### src/rtl/mem_port_arbiter.sv
`default_nettype none
// ============================================================================
//  Module   : mem_port_arbiter
//  Purpose  : Shares one memory bus port between instruction fetch (IF) and
//             data access (MEM). Arbitrates (MEM has priority), runs a
//             single-outstanding valid/ready command + response handshake,
//             and returns one-cycle completion pulses to the requesters.
//  Revision : 1.0 - initial release
// ----------------------------------------------------------------------------
//  Ports
//    clk, rst                       clock, synchronous active-high reset
//    mem_port_arbiter_if_*          fetch request/address/kill, instr word out
//    mem_port_arbiter_fetched_ok_o  fetch-complete pulse
//    mem_port_arbiter_mem_*         data request/we/addr/wdata/wstrb, rdata out
//    mem_port_arbiter_access_ok_o   data-complete pulse
//    mem_port_arbiter_bus_*         command (valid/ready) and response channel
// ============================================================================
module mem_port_arbiter #(
  parameter int ADDR_W = 64,
  parameter int DATA_W = 64
) (
  input  logic                clk,
  input  logic                rst,
  // instruction fetch side
  input  logic                mem_port_arbiter_if_req_i,
  input  logic [ADDR_W-1:0]   mem_port_arbiter_if_addr_i,
  input  logic                mem_port_arbiter_if_kill_i,
  output logic [31:0]         mem_port_arbiter_if_rdata_o,
  output logic                mem_port_arbiter_fetched_ok_o,
  // data access side
  input  logic                mem_port_arbiter_mem_req_i,
  input  logic                mem_port_arbiter_mem_we_i,
  input  logic [ADDR_W-1:0]   mem_port_arbiter_mem_addr_i,
  input  logic [DATA_W-1:0]   mem_port_arbiter_mem_wdata_i,
  input  logic [DATA_W/8-1:0] mem_port_arbiter_mem_wstrb_i,
  output logic [DATA_W-1:0]   mem_port_arbiter_mem_rdata_o,
  output logic                mem_port_arbiter_access_ok_o,
  // bus side
  output logic                mem_port_arbiter_bus_valid_o,
  input  logic                mem_port_arbiter_bus_ready_i,
  output logic                mem_port_arbiter_bus_we_o,
  output logic [ADDR_W-1:0]   mem_port_arbiter_bus_addr_o,
  output logic [DATA_W-1:0]   mem_port_arbiter_bus_wdata_o,
  output logic [DATA_W/8-1:0] mem_port_arbiter_bus_wstrb_o,
  input  logic                mem_port_arbiter_bus_resp_i,
  input  logic [DATA_W-1:0]   mem_port_arbiter_bus_rdata_i
);

  localparam logic [1:0] c_ST_IDLE = 2'd0;
  localparam logic [1:0] c_ST_REQ  = 2'd1;
  localparam logic [1:0] c_ST_WAIT = 2'd2;
  localparam logic [1:0] c_ST_DONE = 2'd3;

  logic [1:0]          r_state;
  logic                r_own_mem;   // 1 = data access owns the bus, 0 = fetch
  logic                r_word_sel;  // fetch PC bit 2: upper/lower half of bus word
  logic                r_kill;      // in-flight fetch has been redirected away
  logic                r_we;
  logic [ADDR_W-1:0]   r_addr;
  logic [DATA_W-1:0]   r_wdata;
  logic [DATA_W/8-1:0] r_wstrb;
  logic [31:0]         r_if_rdata;
  logic [DATA_W-1:0]   r_mem_rdata;

  logic                w_fetch_grant;
  logic                w_unused;

  // A fetch that is already being killed this cycle must not be started.
  assign w_fetch_grant = mem_port_arbiter_if_req_i & ~mem_port_arbiter_if_kill_i;

  // Instruction fetches are always 4-byte aligned; bits [1:0] carry no info.
  assign w_unused = ^mem_port_arbiter_if_addr_i[1:0];

  always_ff @(posedge clk) begin
    if (rst) begin
      r_state     <= c_ST_IDLE;
      r_own_mem   <= 1'b0;
      r_word_sel  <= 1'b0;
      r_kill      <= 1'b0;
      r_we        <= 1'b0;
      r_addr      <= '0;
      r_wdata     <= '0;
      r_wstrb     <= '0;
      r_if_rdata  <= '0;
      r_mem_rdata <= '0;
    end else begin
      case (r_state)
        c_ST_IDLE: begin
          r_kill <= 1'b0;
          if (mem_port_arbiter_mem_req_i) begin
            // Data access belongs to the older instruction, so it wins.
            r_own_mem <= 1'b1;
            r_we      <= mem_port_arbiter_mem_we_i;
            r_addr    <= mem_port_arbiter_mem_addr_i;
            r_wdata   <= mem_port_arbiter_mem_wdata_i;
            r_wstrb   <= mem_port_arbiter_mem_we_i ? mem_port_arbiter_mem_wstrb_i : '0;
            r_state   <= c_ST_REQ;
          end else if (w_fetch_grant) begin
            r_own_mem  <= 1'b0;
            r_we       <= 1'b0;
            r_addr     <= {mem_port_arbiter_if_addr_i[ADDR_W-1:3], 3'b000};
            r_wdata    <= '0;
            r_wstrb    <= '0;
            r_word_sel <= mem_port_arbiter_if_addr_i[2];
            r_state    <= c_ST_REQ;
          end
        end
        c_ST_REQ: begin
          if (mem_port_arbiter_bus_ready_i) begin
            r_state <= c_ST_WAIT;
          end
          if (!r_own_mem && mem_port_arbiter_if_kill_i) begin
            r_kill <= 1'b1;
          end
        end
        c_ST_WAIT: begin
          if (mem_port_arbiter_bus_resp_i) begin
            if (r_own_mem) begin
              r_mem_rdata <= mem_port_arbiter_bus_rdata_i;
            end else begin
              r_if_rdata <= r_word_sel ? mem_port_arbiter_bus_rdata_i[63:32]
                                       : mem_port_arbiter_bus_rdata_i[31:0];
            end
            r_state <= c_ST_DONE;
          end
          if (!r_own_mem && mem_port_arbiter_if_kill_i) begin
            r_kill <= 1'b1;
          end
        end
        default: begin
          // DONE: no grant here so requesters get a cycle to drop req.
          // A kill arriving now is handled combinationally on the pulse.
          r_kill  <= 1'b0;
          r_state <= c_ST_IDLE;
        end
      endcase
    end
  end

  assign mem_port_arbiter_bus_valid_o  = (r_state == c_ST_REQ);
  assign mem_port_arbiter_bus_we_o     = r_we;
  assign mem_port_arbiter_bus_addr_o   = r_addr;
  assign mem_port_arbiter_bus_wdata_o  = r_wdata;
  assign mem_port_arbiter_bus_wstrb_o  = r_wstrb;

  assign mem_port_arbiter_if_rdata_o   = r_if_rdata;
  assign mem_port_arbiter_mem_rdata_o  = r_mem_rdata;

  assign mem_port_arbiter_access_ok_o  = (r_state == c_ST_DONE) & r_own_mem;
  assign mem_port_arbiter_fetched_ok_o = (r_state == c_ST_DONE) & ~r_own_mem
                                       & ~r_kill & ~mem_port_arbiter_if_kill_i;

endmodule
`default_nettype wire

### config.mk
export PLATFORM = sky130hd
export DESIGN_NAME = mem_port_arbiter
export DESIGN_NICKNAME = d
export VERILOG_FILES = /design/src/rtl/mem_port_arbiter.sv
export SDC_FILE = /design/constraint.sdc
export NUM_CORES = 1
export LEC_CHECK = 0
export ABC_AREA = 1
export CELL_PAD_IN_SITES_DETAIL_PLACEMENT = 1
export CELL_PAD_IN_SITES_GLOBAL_PLACEMENT = 1
export CORE_ASPECT_RATIO = 0.8
export CORE_MARGIN = 5
export CORE_UTILIZATION = 29
export DETAILED_ROUTE_END_ITERATION = 7
export PLACE_DENSITY_LB_ADDON = 0.1
export RECOVER_POWER = 100
export SYNTH_ARGS = -nofsm -noshare
export SYNTH_HDL_FRONTEND = slang
export SYNTH_SLANG_ARGS = --single-unit
### constraint.sdc
create_clock -name clk -period 4.4 [get_ports clk]
set_input_delay 0.44 -clock clk [delete_from_list [all_inputs] [get_ports clk]]
set_output_delay 0.44 -clock clk [all_outputs]
set_load 0.05 [all_outputs]
==> impl_metrics.csv <==
group,metric,value,unit
outcome,violations,"capacitance limit, slew limit",
die,initial_utilization,29.3,%
placement,place_congestion,0.812,
layout,drive_gt1_share,2.96,%
yosys,synth_top_area_share,46.9,%
sta,setup_viol,0,
yosys,synth.area.top_cells,"dfxtp_1 47%, nand2_1 16%, a21oi_1 8.6%",
layout,area_growth,60.5,%
yosys,yosysTopAreaCell,"dfxtp_1",
global_routing,grt_pass1_vias,11200,
setup_path,endpoint_kind,"flip-flop",
detailed_routing,vias,11100,
sta,clock.fmax,306,MHz
placement,portBuffers,505,
pwr,power_frac_clock,26.5,%
detailed_routing,wl_per_cell,18.2,um
clock_network,cts_resized,0,
yosys,synth-edff-count,0,
sta,timing.final.crit_share,74.3,%
detailed_routing,vias_per_cell,4.55,
yosys,syn-instance-count,1501,
die,row_count,61,
global_routing,antenna_found_initial,8,
min_path,hp-class,"in -> reg",
outcome,status,"complete, but fails checks",
sta,tightest_slew,3.21,ns
sta,tns,0,ns
yosys,synth.cell_area,10200,um^2
die,die_area,38900,um^2
die,core-area,34700,um^2
global_routing,track_usage,21.5,%
setup_path,crit_arrival,3.56,ns
sta,layout_min_cycle_time,3.27,ns
global_routing,grt_pass1_wl,66000,um
pwr,cellPowerDensity,525,nW/um^2
sta,finalHoldViolCount,0,
sta,rsz0062_at_grt,"no",
sta,maxSlewViolCount,292,
placement,dp_hpwl,32200,um
pwr,ir_drop,0.258,mV
layout,final_area,16300,um^2
placement,placed_area,15400,um^2
clock_network,clock_sinks,238,
setup_path,crit_path_start_kind,"flip-flop",
pwr,pwr-share-comb,42.0,%
detailed_routing,final_antenna_net_count,0,
setup_path,critical_path_class,"reg -> reg",
setup_path,startpoint,"r_state[0]$_SDFFE_PP0P_",
yosys,synth-seq-area-share,46.9,%
yosys,synth_area_per_cell,6.77,um^2
yosys,ys.flop_type,"dfxtp_1",
detailed_routing,drc,0,
pwr,seqPwrFrac,31.5,%
yosys,synth-seq-cells,238,
clock_network,cts_hold_buf,0,
detailed_routing,routed_wl,44300,um
clock_network,cts_htree_levels,1,
clock_network,clkTransAtPathRegs,0.06,ns
global_routing,grt_max_degree,129,
sta,slew_headroom,-114,%
yosys,yosys_warnings,0,
detailed_routing,first_iter_violations,634,
clock_network,cts_tree,"built",
setup_path,worstPathRequired,4.69,ns
clock_network,clockBufferDepth,3,
run,drv_cap,4,
sta,fin_skew,0.0171,ns
global_routing,grt_overflow,0,
clock_network,postCtsSetupRepairBufs,0,
yosys,syn-num-nets,1778,
die,io-pin-count,508,
setup_path,reg2reg_from,"r_state[0]$_SDFFE_PP0P_",
clock_network,clock-root-buffer,"clkbuf_16",
clock_network,clock_latency,0.56,ns
yosys,ys_async_sr_fraction,0,%
yosys,synthTopCellsByCount,"428 x nand2_1, 238 x dfxtp_1, 175 x a21oi_1, 171 x inv_1, 142 x nand3_1",
min_path,hp-start,"rst",
layout,final_nets,2216,
pwr,power.switching_fraction,42.4,%
yosys,synth.most_common_cell,"nand2_1",
detailed_routing,dr.pass1.iters,4,
pwr,switchingPower,0.00363,W
pwr,internal-power,0.00493,W
pwr,p_leak,7.23,nW
die,dieHeight,177,um
die,die_x,219,um
clock_network,cts_buffers,28,
yosys,synth_cell_type_count,17,
setup_path,cp_max_fo,33,
## critical path, cell delays in order, from the launching register on
cell      delay [ns]
dfxtp_1         0.37
inv_1           0.09
ha_1            0.24
nand3_1         0.09
clkbuf_1        1.26
inv_1           0.09
clkbuf_2        0.53
nand2_1         0.21
a21oi_1         0.08
## flip-flops by register name (all words and copies together) (netlist names)
| name | count |
|---|---|
| mem_port_arbiter_if_rdata_o | 32 |
| mem_port_arbiter_mem_rdata_o | 64 |
| mem_port_arbiter_bus_wdata_o | 64 |
| r_own_mem | 1 |
| mem_port_arbiter_bus_we_o | 1 |
| r_kill | 1 |
| r_state | 2 |
| mem_port_arbiter_bus_wstrb_o | 8 |
| r_word_sel | 1 |
| mem_port_arbiter_bus_addr_o | 64 |
## final cells by class
type                       count  area, um^2
antenna                        4        10.0
timing repair buffer         516        5120
clock buffer                  43         817
clock inverter                 6        66.3
multi-input combinational    981        4300
tap                          472         591
fill                        4386       18300
sequential                   238        4770
inverter                     174         656
## per-layer routing
metal	vias to the layer above	GRT usage [%]	routed length, um
met5	-	0	50
met4	8	6.43	1450
met3	73	6.62	3380
met2	304	36.5	21200
met1	5121	26.3	18200
li1	5562	-	-
## cells by family after synthesis
kind of cell    share of synthesized area, %
simple gates                            27.8
buf+inv                                 11.2
compound gates                          13.5
flops                                   46.9
fa+ha+maj                              0.615
## power groups by stage
stage	registers (W)	logic (W)	clock network, W
global route	0.00275	0.00389	0.00243
global placement	0.00274	0.00373	0
floorplan	0.00390	0.00124	0
detailed placement	0.00276	0.00377	0
CTS	0.00272	0.00378	0.00235
finish	0.00270	0.00360	0.00227
## cell usage in the layout, fill, tap and decap left out, types with 4 or more instances in the layout
master	n
clkbuf_16	28
nor2_1	129
nand2_1	426
clkbuf_1	12
o21ai_0	98
dlygate4sd3_1	236
clkinv_2	4
clkbuf_8	6
diode_2	4
nand3_1	141
clkdlybuf4s50_1	267
ha_1	5
inv_1	172
dfxtp_1	237
a21oi_1	175
buf_4	8
## final timing paths
kind | slack (ns) | end | cells after the start
worst min-delay path | 0.39 | mem_port_arbiter_if_rdata_o[31]$_SDFFE_PP0P_ | 2
worst max-delay path | 1.13 | mem_port_arbiter_if_rdata_o[23]$_SDFFE_PP0P_ | 8
worst min register to register | 0.44 | mem_port_arbiter_mem_rdata_o[57]$_SDFFE_PP0P_ | 2
worst max register to register | 1.13 | mem_port_arbiter_if_rdata_o[23]$_SDFFE_PP0P_ | 8
## stage by stage
step / worst slack (ns) / instances / util, % / hold WS (ns) / total power, W
after floorplan: 1.88 / 1501 / - / 0.478 / 0.00514
after global placement: 1.73 / 2381 / 44.6 / 0.432 / 0.00647
after CTS: 1.54 / 2430 / 47.1 / 0.369 / 0.00885
after detailed placement: 1.70 / 2381 / 44.6 / 0.436 / 0.00653
final: 1.13 / 2434 / 47.1 / 0.393 / 0.00857
after global routing: 0.816 / 2434 / 47.1 / 0.384 / 0.00907
Note: power is estimated with default switching activity, not from simulation.
